`src/rtl/sobel_stats_pkg.sv`:
```
// Shared types, default widths and the saturating-increment helper for the
// sobel output-stream statistics monitor.
package sobel_stats_pkg;

    typedef enum logic {SYNC, FRAME} stats_state_t;

    localparam int COLORDEPTH_DEF = 8;
    localparam int HV_W_DEF       = 12;
    localparam int EDGE_W_DEF     = 22;
    localparam int FRAME_W        = 16;

    // Counter of 'width' bits: add one unless already all-ones.
    function automatic logic [31:0] sat_inc(input logic [31:0] val, input int unsigned width);
        logic [31:0] top;
        top = (width >= 32) ? '1 : ((32'd1 << width) - 32'd1);
        return (val >= top) ? top : val + 32'd1;
    endfunction

endpackage

```
`src/rtl/sobel_frame_stats_if.sv`:
```
// Pixel stream from the sobel core plus the per-frame summary produced by the monitor.
interface sobel_frame_stats_if #(
    parameter int COLORDEPTH = 8,
    parameter int HV_W       = 12,
    parameter int EDGE_W     = 22
);
    import sobel_stats_pkg::*;

    logic [COLORDEPTH-1:0] red_i;
    logic [COLORDEPTH-1:0] green_i;
    logic [COLORDEPTH-1:0] blue_i;
    logic                  dv_i;
    logic                  hs_i;
    logic                  vs_i;
    logic [HV_W-1:0]       h_active_o;
    logic [HV_W-1:0]       v_active_o;
    logic [EDGE_W-1:0]     edge_cnt_o;
    logic [FRAME_W-1:0]    frame_cnt_o;
    logic                  stats_valid_o;
    logic                  err_o;

    modport master (
        output red_i, green_i, blue_i, dv_i, hs_i, vs_i,
        input  h_active_o, v_active_o, edge_cnt_o, frame_cnt_o, stats_valid_o, err_o
    );

    modport slave (
        input  red_i, green_i, blue_i, dv_i, hs_i, vs_i,
        output h_active_o, v_active_o, edge_cnt_o, frame_cnt_o, stats_valid_o, err_o
    );

endinterface

```
`src/rtl/sync_edge_det.sv`:
```
// Registered rise/fall detector; q is the delayed level aligned with rise/fall.
module sync_edge_det (
    input  logic clk,
    input  logic rst,
    input  logic d,
    output logic q,
    output logic rise,
    output logic fall
);

    always_ff @(posedge clk or negedge rst) begin
        if (!rst) begin
            q    <= 1'b0;
            rise <= 1'b0;
            fall <= 1'b0;
        end else begin
            q    <= d;
            rise <= d & ~q;
            fall <= ~d & q;
        end
    end

endmodule

```
`src/rtl/sobel_frame_stats.sv`:
```
// Monitor on the sobel output stream: per-frame line length, line count and
// edge-pixel count, with a sticky flag for broken line/frame timing.
module sobel_frame_stats
    import sobel_stats_pkg::*;
#(
    parameter int   COLORDEPTH = COLORDEPTH_DEF,
    parameter int   HV_W       = HV_W_DEF,
    parameter int   EDGE_W     = EDGE_W_DEF,
    parameter int   THRESHOLD  = 128,
    parameter logic VS_ACTIVE  = 1'b1
)(
    input  logic                 clk,
    input  logic                 rst,
    input  logic                 err_clr_i,
    sobel_frame_stats_if.slave   bus
);

    logic [COLORDEPTH-1:0] red_p0, green_p0, blue_p0, green_p1;
    logic                  dv_p0, hs_p0, vs_p0;
    logic                  dv_p1, dv_rise_p1, dv_fall_p1;
    logic                  vs_p1, vs_rise_p1, vs_fall_p1;
    logic                  is_edge_p1;
    logic                  err_set;
    logic                  unused_ok;

    stats_state_t          state;
    logic [HV_W-1:0]       pix_cnt, ref_len, line_cnt;
    logic [EDGE_W-1:0]     edge_acc;
    logic [HV_W-1:0]       h_active, v_active;
    logic [EDGE_W-1:0]     edge_cnt;
    logic [FRAME_W-1:0]    frame_cnt;
    logic                  stats_valid, err;

    // ---- stage p0: input registers ----
    always_ff @(posedge clk or negedge rst) begin
        if (!rst) begin
            dv_p0 <= 1'b0;
            hs_p0 <= 1'b0;
            vs_p0 <= 1'b0;
        end else begin
            dv_p0 <= bus.dv_i;
            hs_p0 <= bus.hs_i;
            vs_p0 <= (bus.vs_i == VS_ACTIVE);
        end
    end

    always_ff @(posedge clk) begin
        red_p0   <= bus.red_i;
        green_p0 <= bus.green_i;
        blue_p0  <= bus.blue_i;
        green_p1 <= green_p0;
    end

    // ---- stage p1: edge detection, aligned with green_p1 ----
    sync_edge_det u_dv_det (.clk(clk), .rst(rst), .d(dv_p0), .q(dv_p1), .rise(dv_rise_p1), .fall(dv_fall_p1));
    sync_edge_det u_vs_det (.clk(clk), .rst(rst), .d(vs_p0), .q(vs_p1), .rise(vs_rise_p1), .fall(vs_fall_p1));

    // Red/blue/hs are only held for debug probing.
    assign unused_ok  = ^{red_p0, blue_p0, hs_p0, dv_rise_p1, vs_p1, vs_fall_p1};
    assign is_edge_p1 = int'(green_p1) >= THRESHOLD;

    always_comb begin
        err_set = 1'b0;
        if (state == FRAME) begin
            if (vs_rise_p1)
                err_set = dv_p1 || (pix_cnt != '0);
            else if (dv_fall_p1 && (pix_cnt != '0) && (line_cnt != '0) && (pix_cnt != ref_len))
                err_set = 1'b1;
        end
    end

    // ---- stage p2: accumulate, latch summary ----
    always_ff @(posedge clk or negedge rst) begin
        if (!rst) begin
            state       <= SYNC;
            pix_cnt     <= '0;
            ref_len     <= '0;
            line_cnt    <= '0;
            edge_acc    <= '0;
            h_active    <= '0;
            v_active    <= '0;
            edge_cnt    <= '0;
            frame_cnt   <= '0;
            stats_valid <= 1'b0;
            err         <= 1'b0;
        end else begin
            stats_valid <= 1'b0;
            err         <= err_set | (err & ~err_clr_i);
            case (state)
                SYNC: begin
                    if (vs_rise_p1)
                        state <= FRAME;
                end
                FRAME: begin
                    if (vs_rise_p1) begin
                        h_active    <= ref_len;
                        v_active    <= line_cnt;
                        edge_cnt    <= edge_acc;
                        frame_cnt   <= frame_cnt + 16'd1;
                        stats_valid <= 1'b1;
                        pix_cnt     <= '0;
                        ref_len     <= '0;
                        line_cnt    <= '0;
                        edge_acc    <= '0;
                    end else begin
                        if (dv_p1)
                            pix_cnt <= HV_W'(sat_inc(32'(pix_cnt), HV_W));
                        if (dv_p1 && is_edge_p1)
                            edge_acc <= EDGE_W'(sat_inc(32'(edge_acc), EDGE_W));
                        // A fall with nothing counted is the tail of a pixel dropped at vs.
                        if (dv_fall_p1 && (pix_cnt != '0)) begin
                            line_cnt <= HV_W'(sat_inc(32'(line_cnt), HV_W));
                            if (line_cnt == '0)
                                ref_len <= pix_cnt;
                            pix_cnt <= '0;
                        end
                    end
                end
                default: state <= SYNC;
            endcase
        end
    end

    assign bus.h_active_o    = h_active;
    assign bus.v_active_o    = v_active;
    assign bus.edge_cnt_o    = edge_cnt;
    assign bus.frame_cnt_o   = frame_cnt;
    assign bus.stats_valid_o = stats_valid;
    assign bus.err_o         = err;

endmodule

```
`src/flat_wrapper.sv`:
```
// flat-port wrapper written by rule: the top's interface ports become plain ports
module sobel_frame_stats_flat import sobel_stats_pkg::*;
#(
    parameter int   COLORDEPTH = COLORDEPTH_DEF,
    parameter int   HV_W       = HV_W_DEF,
    parameter int   EDGE_W     = EDGE_W_DEF,
    parameter int   THRESHOLD  = 128,
    parameter logic VS_ACTIVE  = 1'b1
)
  (clk, rst, err_clr_i, bus_red_i, bus_green_i, bus_blue_i, bus_dv_i, bus_hs_i, bus_vs_i, bus_h_active_o, bus_v_active_o, bus_edge_cnt_o, bus_frame_cnt_o, bus_stats_valid_o, bus_err_o);
  sobel_frame_stats_if #(.COLORDEPTH(COLORDEPTH), .HV_W(HV_W), .EDGE_W(EDGE_W)) bus_i ();
  input  logic clk;
  input  logic rst;
  input  logic err_clr_i;
  input wire logic [$bits(bus_i.red_i)-1:0] bus_red_i;
  input wire logic [$bits(bus_i.green_i)-1:0] bus_green_i;
  input wire logic [$bits(bus_i.blue_i)-1:0] bus_blue_i;
  input wire logic [$bits(bus_i.dv_i)-1:0] bus_dv_i;
  input wire logic [$bits(bus_i.hs_i)-1:0] bus_hs_i;
  input wire logic [$bits(bus_i.vs_i)-1:0] bus_vs_i;
  output wire logic [$bits(bus_i.h_active_o)-1:0] bus_h_active_o;
  output wire logic [$bits(bus_i.v_active_o)-1:0] bus_v_active_o;
  output wire logic [$bits(bus_i.edge_cnt_o)-1:0] bus_edge_cnt_o;
  output wire logic [$bits(bus_i.frame_cnt_o)-1:0] bus_frame_cnt_o;
  output wire logic [$bits(bus_i.stats_valid_o)-1:0] bus_stats_valid_o;
  output wire logic [$bits(bus_i.err_o)-1:0] bus_err_o;
  assign bus_i.red_i = bus_red_i;
  assign bus_i.green_i = bus_green_i;
  assign bus_i.blue_i = bus_blue_i;
  assign bus_i.dv_i = bus_dv_i;
  assign bus_i.hs_i = bus_hs_i;
  assign bus_i.vs_i = bus_vs_i;
  assign bus_h_active_o = bus_i.h_active_o;
  assign bus_v_active_o = bus_i.v_active_o;
  assign bus_edge_cnt_o = bus_i.edge_cnt_o;
  assign bus_frame_cnt_o = bus_i.frame_cnt_o;
  assign bus_stats_valid_o = bus_i.stats_valid_o;
  assign bus_err_o = bus_i.err_o;
  sobel_frame_stats #(.COLORDEPTH(COLORDEPTH), .HV_W(HV_W), .EDGE_W(EDGE_W), .THRESHOLD(THRESHOLD), .VS_ACTIVE(VS_ACTIVE)) u_core (.clk(clk), .rst(rst), .err_clr_i(err_clr_i), .bus(bus_i));
endmodule
```
`config.mk`:
```
export PLATFORM = sky130hd
export DESIGN_NAME = sobel_frame_stats_flat
export DESIGN_NICKNAME = d
export VERILOG_FILES = /design/src/rtl/sobel_stats_pkg.sv /design/src/rtl/sobel_frame_stats_if.sv /design/src/rtl/sync_edge_det.sv /design/src/rtl/sobel_frame_stats.sv /design/src/flat_wrapper.sv
export SDC_FILE = /design/constraint.sdc
export NUM_CORES = 1
export LEC_CHECK = 0
export ABC_AREA = 1
export BUFFER_PORTS_ARGS = -buffer_cell sky130_fd_sc_hd__buf_2
export CAP_MARGIN = 25
export CORE_UTILIZATION = 62
export CTS_CLUSTER_SIZE = 30
export DETAILED_ROUTE_END_ITERATION = 8
export HOLD_SLACK_MARGIN = 0.1
export PLACE_DENSITY = 0.86
export SLEW_MARGIN = 10
export SYNTH_ARGS = -nofsm -noshare
export SYNTH_HDL_FRONTEND = slang
export SYNTH_SLANG_ARGS = --single-unit
```
`constraint.sdc`:
```
create_clock -name clk -period 2.4 [get_ports clk]
set_input_delay 0 -clock clk [delete_from_list [all_inputs] [get_ports clk]]
set_output_delay 0 -clock clk [all_outputs]
set_load 0.005 [all_outputs]
```
; After elaboration in Yosys (flattened, before gate mapping)
; Cells that the tools add are included.
[totals]
ff_bits = 145
input_bits = 30
output_inout_bits = 64
wordCells = 71
[op_classes]
n_addsub = 4
order_cmp = 4
eq_ne = 1
n_mux = 19
bitwise_logic = 7
n_reduce_logical = 17
[ops]
columns = op, n
row1 = two-way mux 12 bit, 10
row2 = two-way mux 22 bit, 3
row3 = adder 12 x 1 -> 12 bit (second input constant), 2
row4 = greater-or-equal comparator 12 bit (second input constant), 2
row5 = nonzero test 12 bit, 2
row6 = adder 22 x 1 -> 22 bit (second input constant), 1
row7 = greater-or-equal comparator 22 bit (second input constant), 1
row8 = adder 16 x 1 -> 16 bit (second input constant), 1
row9 = zero test 12 bit, 1
row10 = != test 12 bit, 1
row11 = greater-or-equal comparator 8 bit (second input constant), 1
row12 = AND reduction 2 bit, 4
row13 = two-way mux 1 bit, 6
row14 = nonzero test 2 bit, 3
row15 = logical AND 1 bit, 4
row16 = bitwise AND 1 bit, 3
row17 = inverter 1 bit, 3
row18 = AND reduction 3 bit, 1
row19 = nonzero test 3 bit, 1
row20 = logical OR 1 bit, 1
row21 = OR 1 bit, 1

; Logic depth before layout (Yosys ltp)
; Gate-level depths: netlist of run 1.
[depth]
ltp_word = 8
ltp_mapped = 12
ltp_nobuf = 11

; Cells and area by module
; Synthesis of run 1 repeated with hierarchy kept, for this count alone.
[hier_totals]
hier_cells = 852
area_unflattened_um2 = 6488.7
[modules_own_cells]
columns = mod, n_inst, cells_each, area_each_um2
row1 = sobel_frame_stats, 1, 838, 6308.6
row2 = sync_edge_det, 2, 7, 90.1

; Worst setup path before layout of run 1
; OpenSTA, ideal clock, no wires.
[synth_path]
path_kind = reg2reg
start = register u_core.pix_cnt[0]
end = register u_core.ref_len[10]
t_arrival_ns = 1.427
t_required_ns = 2.274
setup_slack_ns = 0.847
stages_incl_launch_ff = 12
n_path_buf = 1
period_less_slack_ns = 1.553
cell_sequence = dfrtp_1 inv_1 ha_1 nand3_1 nor2_1 nand2_1 nand2_1 nand2_2 nand3_1 buf_2 nand2_1 o21ai_0
[synth_via]
elab_chain_cells = 4
[synth_rtl]
columns = element, line_no
row1 = from (decl), sobel_frame_stats.sv:27  ; logic [HV_W-1:0] pix_cnt, ref_len, line_cnt;
row2 = from (signal assigned), sobel_frame_stats.sv:107  ; pix_cnt <= HV_W'(sat_inc(32'(pix_cnt), HV_W));
row3 = nonzero test 12 bit, sobel_frame_stats.sv:111  ; if (dv_fall_p1 && (pix_cnt != '0)) begin
row4 = logical AND 1 bit, sobel_frame_stats.sv:111
row5 = nonzero test 2 bit (no line), -
row6 = AND reduction 3 bit (no line), -
row7 = to (signal assigned), sobel_frame_stats.sv:114  ; ref_len <= pix_cnt;
row8 = to (decl), sobel_frame_stats.sv:27
; Every way passes these cells.
; A chain may end at the register's enable or synchronous reset.

; Final worst setup path of run 1
[layout_path]
start = register u_core.pix_cnt[0]
end = register u_core.ref_len[4]
; The elaborated chain is that of the path after synthesis.

==> results of run 1 <==
==> repair_timing <==
item	CTS	global route
hold endpoints to repair	133	0
resized for setup	0	0
hold buffers	10	0
==> cell type report <==
cell class,count,area (um2)
clock buffers,28,505
clock inverters,4,45.0
fillers,717,2370
inverters,83,317
multi-input cells,568,2730
flip-flops and latches,131,3270
well taps,133,166
repair buffers,85,515
==> routing by layer <==
metal	GRT usage [%]	share of wire, %
met5	0	0
met4	14.3	2.6
met3	6.92	6.0
met2	50.0	51
met1	38.2	41
==> how the worst max path moves through the flow <==
stage                                 start                   to  slack (ns)  cells after the start
after floorplan           u_core.pix_cnt[0]   u_core.ref_len[10]        0.85                     11
after global placement    u_core.pix_cnt[0]    u_core.ref_len[9]        0.50                     10
after detailed placement  u_core.pix_cnt[0]    u_core.ref_len[2]        0.39                     10
after CTS                      u_core.state  u_core.edge_acc[16]        0.37                      5
after global routing      u_core.pix_cnt[0]    u_core.ref_len[4]        0.20                     10
final                     u_core.pix_cnt[0]    u_core.ref_len[4]        0.38                     10
==> registers in the layout, indices dropped and copies added (netlist names), 12 cells and up <==
name                    cells
u_core.bus.v_active_o      12
u_core.edge_acc            22
u_core.bus.h_active_o      12
u_core.line_cnt            12
u_core.bus.edge_cnt_o      22
u_core.pix_cnt             12
u_core.bus.frame_cnt_o     16
u_core.ref_len             12
==> worst max-delay path, stage by stage (launching register included) <==
cell     delay, ns
dfrtp_1       0.46
inv_1         0.10
ha_1          0.22
nand3_1       0.08
nor2_1        0.05
nand2_1       0.07
nand2_1       0.08
nand2_2       0.14
nand3_1       0.40
nand2_1       0.20
o21ai_0       0.10
==> cell families after synthesis <==
group | synth area share (%)
buffers and inverters | 6.65
and+or+nand+nor | 27.4
xor gates and xnor gates | 4.05
AOI/OAI and AO/OA | 9.84
adders and majority gates | 1.17
DFF | 50.9
==> stage by stage <==
| step | cell area (um2) | setup slack [ns] |
|---|---|---|
| after global routing | 7540 | 0.204 |
| after global placement | 6880 | 0.498 |
| after detailed placement | 6880 | 0.391 |
| after floorplan | 6420 | 0.847 |
| after CTS | 7540 | 0.371 |
| final | 7540 | 0.377 |
==> cell usage in the layout, fill, tap and decap left out, types with 5 or more instances in the layout <==
| cell | instances |
|---|---|
| clkbuf_8 | 6 |
| dfrtp_1 | 129 |
| dlygate4sd3_1 | 9 |
| nor2_1 | 49 |
| nand2_1 | 278 |
| clkbuf_16 | 16 |
| ha_1 | 6 |
| nand3_1 | 46 |
| xnor2_1 | 13 |
| a21oi_1 | 12 |
| nand4_1 | 11 |
| buf_2 | 68 |
| clkbuf_1 | 6 |
| inv_1 | 77 |
| nor2_4 | 5 |
| o21ai_0 | 104 |
| xor2_1 | 13 |
| buf_4 | 6 |
==> power groups by stage <==
stage,Combinational [mW],Clock [mW],Sequential (mW)
after global routing,0.925,2.54,2.56
after global placement,0.755,0,2.55
after CTS,0.827,2.43,2.53
after floorplan,0.486,0,2.55
after detailed placement,0.786,0,2.57
final,0.817,2.41,2.54
==> results_dict.tcl, run 1 <==
set metrics [dict create \
    grt_overflow 0 \
    synth_edf_count 0 \
    async_reset_ff_share_pct 98.5 \
    cts-root-buf "clkbuf_8" \
    p_sw_share_pct 27.3 \
    cp.arrival_ns 2.43 \
    finalMaxSlewViolations 0 \
    synth_area_leaders "dfrtp_1 (50%), nand2_1 (16%), o21ai_0 (8.1%)" \
    ant_nets 0 \
    numCtsBuffers 17 \
    wirelength_um 14800 \
    grt_pass1_vias 5586 \
    die_h_um 104 \
    synth_top_area_cell "dfrtp_1" \
    hold_path_class "input port to register" \
    rsz0062_at_grt "false" \
    reg2reg_depth 10 \
    cts_setup_buffers 0 \
    synthesis.nets 841 \
    drt_pass1_iterations 5 \
    cts.path.max_buffers 2 \
    io-pin-count 94 \
    period_minus_slack_ns 2.02 \
    outcome "complete, no violations" \
    power_mw 5.76 \
    cellPowerDensity_nw_per_um2 764 \
    maxCapViolCount 0 \
    worstSkewPairLatency_ns 0.53 \
    worstSetupEndpointType "register" \
    clk_transition_reported_paths_ns 0.06 \
    r2r_start "u_core.pix_cnt[0]" \
    fin_nets 922 \
    drc 0 \
    routedWlPerCell_um 14.4 \
    numPortBuffers 69 \
    min-delay-start "err_clr_i" \
    gp_congestion 0.891 \
    syn_inst 805 \
    cts_tree "done" \
    syn_avg_cell_area_um2 7.98 \
    fin_cells 1032 \
    netSwitchingPower_mw 1.57 \
    synth_top_area_share_pct 50.3 \
    yosys_warnings 0 \
    finalHoldViolations 0 \
    cts_htree_levels 4 \
    cp_max_fo 12 \
    max_freq_mhz 494 \
    required_ns 2.81 \
    diodes 0 \
    holdWs_ns 0.256 \
    syn_area_um2 6420 \
    rrSetupSlack_ns 0.38 \
    area_delta_synth_final_pct 17.5 \
    die-area_um2 10800 \
    utilization_pct 76.1 \
    synthTopCellsByCount "nand2_1 (278), dfrtp_1 (129), o21ai_0 (104)" \
    grt_usage_pct 30.3 \
    layout-drive-gt1-share_pct 14.7 \
    initial_core_util_pct 64.8 \
    yosysSeqAreaShare_pct 50.9 \
    reg2reg_to "u_core.ref_len[4]" \
    skew_ns 0.00745 \
    p_leak_nw 3.84 \
    vias 5702 \
    yosysUniqueCellTypes 34 \
    grt_pass1_wl_um 25800 \
    dr.first_iter.drc_count 456 \
    fin_setup_tns_ns 0 \
    ys.flop_type "dfrtp_1" \
    worstMarginPinSlew_ns 0.501 \
    holdPathStages 5 \
    chipWidth_um 104 \
    critical_path_class "register to register" \
    irDropWorstVdd_mv 0.543 \
    p_int_mw 4.19 \
    clock-sinks 131 \
    power.share.clock_pct 41.8 \
    via_per_inst 5.53 \
    antenna_found_initial 0 \
    hpwlAfterDp_um 9850 \
    place_inst 990 \
    num_rows 36 \
    slew_headroom_pct 66.5 \
    yosysMostFrequentCell "nand2_1" \
    min_to "u_core.bus.err_o" \
    setup_viol 0 \
    critPathLaunchType "register" \
    fin_crit_sh_pct 84.3 \
    core_um2 9910 \
    ys_seq_elements 131 \
    p_seq_share_pct 44.0 \
    pwr-share-comb_pct 14.2 \
    grt_max_degree 64 \
]
Power figures use the tool's default switching activity.
==> run 2: changes to the inputs <==
--- a/config.mk
+++ b/config.mk
@@ -8,11 +8,11 @@
 export ABC_AREA = 1
 export BUFFER_PORTS_ARGS = -buffer_cell sky130_fd_sc_hd__buf_2
 export CAP_MARGIN = 25
-export CORE_UTILIZATION = 62
+export CORE_UTILIZATION = 57
 export CTS_CLUSTER_SIZE = 30
 export DETAILED_ROUTE_END_ITERATION = 8
 export HOLD_SLACK_MARGIN = 0.1
-export PLACE_DENSITY = 0.86
+export PLACE_DENSITY = 0.8
 export SLEW_MARGIN = 10
 export SYNTH_ARGS = -nofsm -noshare
 export SYNTH_HDL_FRONTEND = slang
==> constraint.sdc (replaced) <==
create_clock -name clk -period 1.9 [get_ports clk]
set_input_delay 0 -clock clk [delete_from_list [all_inputs] [get_ports clk]]
set_output_delay 0 -clock clk [all_outputs]
set_load 0.005 [all_outputs]
==> results_dict.tcl, run 2 (synthesis results as in run 1) <==
set metrics [dict create \
    ant_nets 0 \
    required_ns 2.33 \
    finalHoldViolations 0 \
    p_sw_share_pct 28.2 \
    drc 0 \
    layout_common_cells "nand2_1 (276), dfrtp_1 (128), o21ai_0 (101)" \
    dp_slack_ns 0.0607 \
    grt_usage_pct 28.3 \
    pwr-share-comb_pct 15.3 \
    via_per_inst 5.49 \
    power.share.clock_pct 40.7 \
    slowest_delay_ns 0.42 \
    cp_max_fo 8 \
    dpl_cell_area_um2 7000 \
    finalMaxSlewViolations 0 \
    maxCapViolCount 0 \
    area_delta_synth_final_pct 20.2 \
    grt_overflow 0 \
    holdPathStages 5 \
    worstMarginPinSlew_ns 0.421 \
    n_fill_cell 820 \
    chipWidth_um 108 \
    skew_ns 0.0120 \
    cp.depth 11 \
    hpwlAfterDp_um 10200 \
    drt_pass1_iterations 7 \
    slowest_stage "dfrtp_1" \
    grt_pass1_vias 5620 \
    worstSetupEndpointType "register" \
    wirelength_um 15700 \
    irDropWorstVdd_mv 0.512 \
    period_minus_slack_ns 1.83 \
    cp.arrival_ns 2.26 \
    worst_slack_ns 0.0683 \
    max_freq_mhz 546 \
    cts_htree_levels 4 \
    crit_path_frequent_cell "nand2_1" \
    finish.instance_area_um2 7710 \
    die_h_um 108 \
    gp_congestion 0.897 \
    p_seq_share_pct 44.0 \
    vias 5798 \
    numPortBuffers 69 \
    cts.path.max_buffers 2 \
    path_delay_family "simple AND/OR/NAND/NOR gates" \
    num_rows 38 \
    fin_cells 1057 \
    antenna_found_initial 0 \
    cts_tree "done" \
    final_common_cell "nand2_1" \
    outcome "complete, no violations" \
    fin_setup_tns_ns 0 \
    diodes 0 \
    dr.first_iter.drc_count 383 \
    hold_path_class "input port to register" \
    layout-drive-gt1-share_pct 17.1 \
    cellPowerDensity_nw_per_um2 943 \
    slew_headroom_pct 71.9 \
    fin_nets 940 \
    place_inst 1010 \
    die-area_um2 11700 \
    worstSkewPairLatency_ns 0.54 \
    p_int_mw 5.23 \
    critPathBufInv 2 \
    rsz0062_at_grt "true" \
    numCtsBuffers 17 \
    p_leak_nw 3.91 \
    grt_max_degree 49 \
    crit_chain "inv_1 -> ha_1 -> nand3_1 -> nor2_1 -> nand2_1 -> nand2_2 -> nand2_4 -> nand3_4 -> clkinvlp_4 -> nand2_1 -> nand2_1" \
    setup_viol 0 \
    reg2reg_depth 11 \
    netSwitchingPower_mw 2.05 \
    grt_pass1_wl_um 25400 \
    cts-root-buf "clkbuf_8" \
    critical_path_class "register to register" \
    routedWlPerCell_um 14.8 \
    clock-sinks 131 \
    core_um2 10900 \
    io-pin-count 94 \
    fin_crit_sh_pct 96.4 \
    holdWs_ns 0.230 \
    clk_transition_reported_paths_ns 0.06 \
    critPathLaunchType "register" \
    initial_core_util_pct 59.0 \
]
## run 2: power groups by stage
stage	registers [mW]	logic, mW	clock network [mW]
4_1_cts	3.20	1.08	2.98
3_5_place_dp	3.24	1.04	0
6_report	3.20	1.11	2.97
2_1_floorplan	3.22	0.614	0
5_1_grt	3.22	1.24	3.11
3_3_place_gp	3.22	0.997	0
## run 2: per-stage QoR
| step | power (mW) | utilization (%) |
|---|---|---|
| 6_report | 7.28 | 70.9 |
| 5_1_grt | 7.57 | 70.9 |
| 4_1_cts | 7.25 | 70.1 |
| 3_5_place_dp | 4.28 | 64.3 |
| 3_3_place_gp | 4.22 | 64.3 |
| 2_1_floorplan | 3.83 | - |
## run 2: path summary, 6_finish.rpt
path | startpoint | end | slack [ns]
setup / recovery | u_core.pix_cnt[1] | u_core.line_cnt[7] | 0.07
hold / removal | err_clr_i | u_core.bus.err_o | 0.23
min in group asynchronous | rst | u_core.bus.v_active_o[8] | 0.55
max in group asynchronous | rst | u_core.edge_acc[13] | 0.96
hold reg to reg | u_core.green_p0[7] | u_core.green_p1[7] | 0.33
setup reg to reg | u_core.pix_cnt[1] | u_core.line_cnt[7] | 0.07
## run 2: tightest hold or removal path: cells and delay by family
family        cells  cell delay [ns]
buf+inv           3             0.65
simple gates      2             0.08
## run 2: what timing repair did
item | CTS | global route
setup endpoints to repair | 0 | 38
hold endpoints to repair | 133 | 0
gates resized for setup | 0 | 14
hold buffers | 10 | 0
buffers inserted | 0 | 5
## run 2: per-layer routing
metal | track usage, % | vias up | part of all wire (%) | routed length, um
met5 | 0 | - | 0 | 0
met4 | 13.4 | 0 | 1.9 | 291
met3 | 6.75 | 34 | 5.7 | 887
met2 | 47.7 | 215 | 52 | 8150
met1 | 34.1 | 2788 | 40 | 6330
li1 | - | 2761 | - | -
## run 2: layout make-up
class                   instances  area (um2)  share of cell area [%]
well taps                     140         175                    2.27
multi-input cells             568        2760                    35.8
flip-flops and latches        131        3270                    42.4
clock buffers                  25         464                    6.02
inverters                      83         320                    4.15
clock inverters                 7        62.6                   0.811
repair buffers                103         663                    8.60
==> run 3: changes to the inputs <==
--- a/config.mk
+++ b/config.mk
@@ -11,9 +11,10 @@
 export CORE_UTILIZATION = 57
 export CTS_CLUSTER_SIZE = 30
 export DETAILED_ROUTE_END_ITERATION = 8
-export HOLD_SLACK_MARGIN = 0.1
-export PLACE_DENSITY = 0.8
+export HOLD_SLACK_MARGIN = 0.12
+export PLACE_DENSITY = 0.81
 export SLEW_MARGIN = 10
 export SYNTH_ARGS = -nofsm -noshare
 export SYNTH_HDL_FRONTEND = slang
+export SYNTH_HIERARCHICAL = 1
 export SYNTH_SLANG_ARGS = --single-unit
==> results_dict.tcl, run 3 <==
set metrics [dict create \
    outcome "complete, no violations" \
    via_per_inst 5.22 \
    diodes 0 \
    area_delta_synth_final_pct 22.1 \
    cts_htree_levels 4 \
    rsz0062_at_grt "true" \
    reg2reg_depth 11 \
    period_minus_slack_ns 1.77 \
    io-pin-count 94 \
    cp.arrival_ns 2.18 \
    critical_path_class "register to register" \
    cellPowerDensity_nw_per_um2 954 \
    die-area_um2 11700 \
    numCtsBuffers 17 \
    die_h_um 108 \
    final_common_cell "nand2_1" \
    max_freq_mhz 564 \
    maxCapViolCount 0 \
    critPathLaunchType "register" \
    worstMarginPinSlew_ns 0.430 \
    yosys_warnings 6 \
    r2r_start "u_core/pix_cnt[0]" \
    worstSetupEndpointType "register" \
    utilization_pct 72.0 \
    finalHoldViolations 0 \
    slowest_delay_ns 0.38 \
    dp_slack_ns 0.158 \
    gp_congestion 0.906 \
    irDropWorstVdd_mv 0.604 \
    power_mw 7.48 \
    holdWs_ns 0.258 \
    layout-drive-gt1-share_pct 15.8 \
    grt_overflow 0 \
    grt_max_degree 43 \
    syn_avg_cell_area_um2 7.59 \
    wirelength_um 14700 \
    crit_path_frequent_cell "nand2_1" \
    slew_headroom_pct 71.3 \
    numPortBuffers 69 \
    hpwlAfterDp_um 9800 \
    slowest_stage "dfrtp_1" \
    setup_viol 0 \
    antenna_found_initial 0 \
    startpoint "u_core/pix_cnt[0]" \
    clock-sinks 131 \
    cp_max_fo 9 \
    required_ns 2.30 \
    hold_path_class "input port to register" \
    holdPathStages 5 \
    vias 5763 \
    cts_setup_buffers 0 \
    fin_crit_sh_pct 93.3 \
    crit_chain "inv_1 -> ha_1 -> nand3_1 -> nor2_1 -> nand2_1 -> nand2_1 -> nand2_1 -> nand3_1 -> inv_2 -> nand2_1 -> nand2_1" \
    min-delay-start "err_clr_i" \
    syn_area_um2 6420 \
    finalMaxSlewViolations 0 \
    worstSkewPairLatency_ns 0.52 \
    drc 0 \
    worst_slack_ns 0.128 \
    core_um2 10900 \
    cts.path.max_buffers 2 \
    drt_pass1_iterations 6 \
    routedWlPerCell_um 13.3 \
    clk_transition_reported_paths_ns 0.06 \
    reg2reg_to "u_core/line_cnt[6]" \
    grt_pass1_vias 5444 \
    min_to "u_core/bus.err_o" \
    chipWidth_um 108 \
    dr.first_iter.drc_count 394 \
    rrSetupSlack_ns 0.13 \
    initial_core_util_pct 59.0 \
    layout_common_cells "nand2_1 (320), dfrtp_1 (128), o21ai_0 (93)" \
    cts-root-buf "clkbuf_8" \
    syn_inst 846 \
    skew_ns 0.00838 \
    n_fill_cell 816 \
    grt_usage_pct 27.7 \
    fin_setup_tns_ns 0 \
    p_leak_nw 4.01 \
    cts_tree "done" \
    num_rows 38 \
    grt_pass1_wl_um 25100 \
    ant_nets 0 \
    fin_nets 986 \
    synthesis.nets 882 \
]
[run 3: changes by cell type in the layout (fill, tap and decap cells not counted), moves of 7 or more]
| cell | before | now |
|---|---|---|
| inv_1 | 76 | 89 |
| nand2_1 | 276 | 320 |
| o21ai_0 | 101 | 93 |
| nor2_1 | 47 | 60 |
| nor3_1 | 4 | 13 |
| nor2_4 | 7 | 0 |
| o21ai_1 | 7 | 0 |
| a21oi_1 | 12 | 2 |
[run 3: worst max-delay path by stage]
stage | slack, ns | cells past startpoint | end
6_report | 0.13 | 11 | u_core/line_cnt[6]
5_1_grt | -0.04 | 11 | u_core/line_cnt[11]
4_1_cts | 0.04 | 9 | u_core/line_cnt[6]
3_5_place_dp | 0.16 | 11 | u_core/line_cnt[6]
3_3_place_gp | 0.19 | 11 | u_core/line_cnt[11]
2_1_floorplan | 0.32 | 10 | u_core/edge_acc[10]
[run 3: power by group]
group / internal, mW / total (mW) / switching (mW)
Combinational: 0.400 / 1.02 / 0.618
Clock: 2.10 / 3.30 / 1.20
Sequential: 3.00 / 3.16 / 0.169
[run 3: final cells by class]
cell class                      count  area [um2]  share of cell area, %
Clock buffer                       20         455                   5.81
Tap cell                          140         175                   2.23
Multi-Input combinational cell    600        2730                   34.8
Inverter                           91         342                   4.36
Clock inverter                     12         154                   1.96
Timing Repair Buffer              109         721                   9.19
Sequential cell                   131        3270                   41.7
[run 3: through the flow]
stage	std cells	cell area [um2]
floorplan	846	6420
global placement	1061	7110
detailed placement	1061	7110
CTS	1103	7830
global route	1103	7840
finish	1103	7840
[run 3: critical path, delay by kind of cell (launching register included)]
family / cells / cell delay [ns]
adder cells (fa/ha/maj): 1 / 0.15
AND/OR/NAND/NOR: 8 / 0.86
flip-flops: 1 / 0.38
buffers and inverters: 2 / 0.26
[run 3: per-layer routing]
| metal | GRT usage, % | wire length, um |
|---|---|---|
| met3 | 6.21 | 796 |
| met5 | 0 | 0 |
| met1 | 36.5 | 6570 |
| met2 | 45.6 | 7050 |
| met4 | 8.71 | 275 |
[run 3: repair_timing]
item	4_1_cts	5_1_grt
hold endpoints to repair	133	0
endpoints found under the setup margin	1	39
hold buffers	10	0
pin swaps	0	0
gates resized for setup	1	5
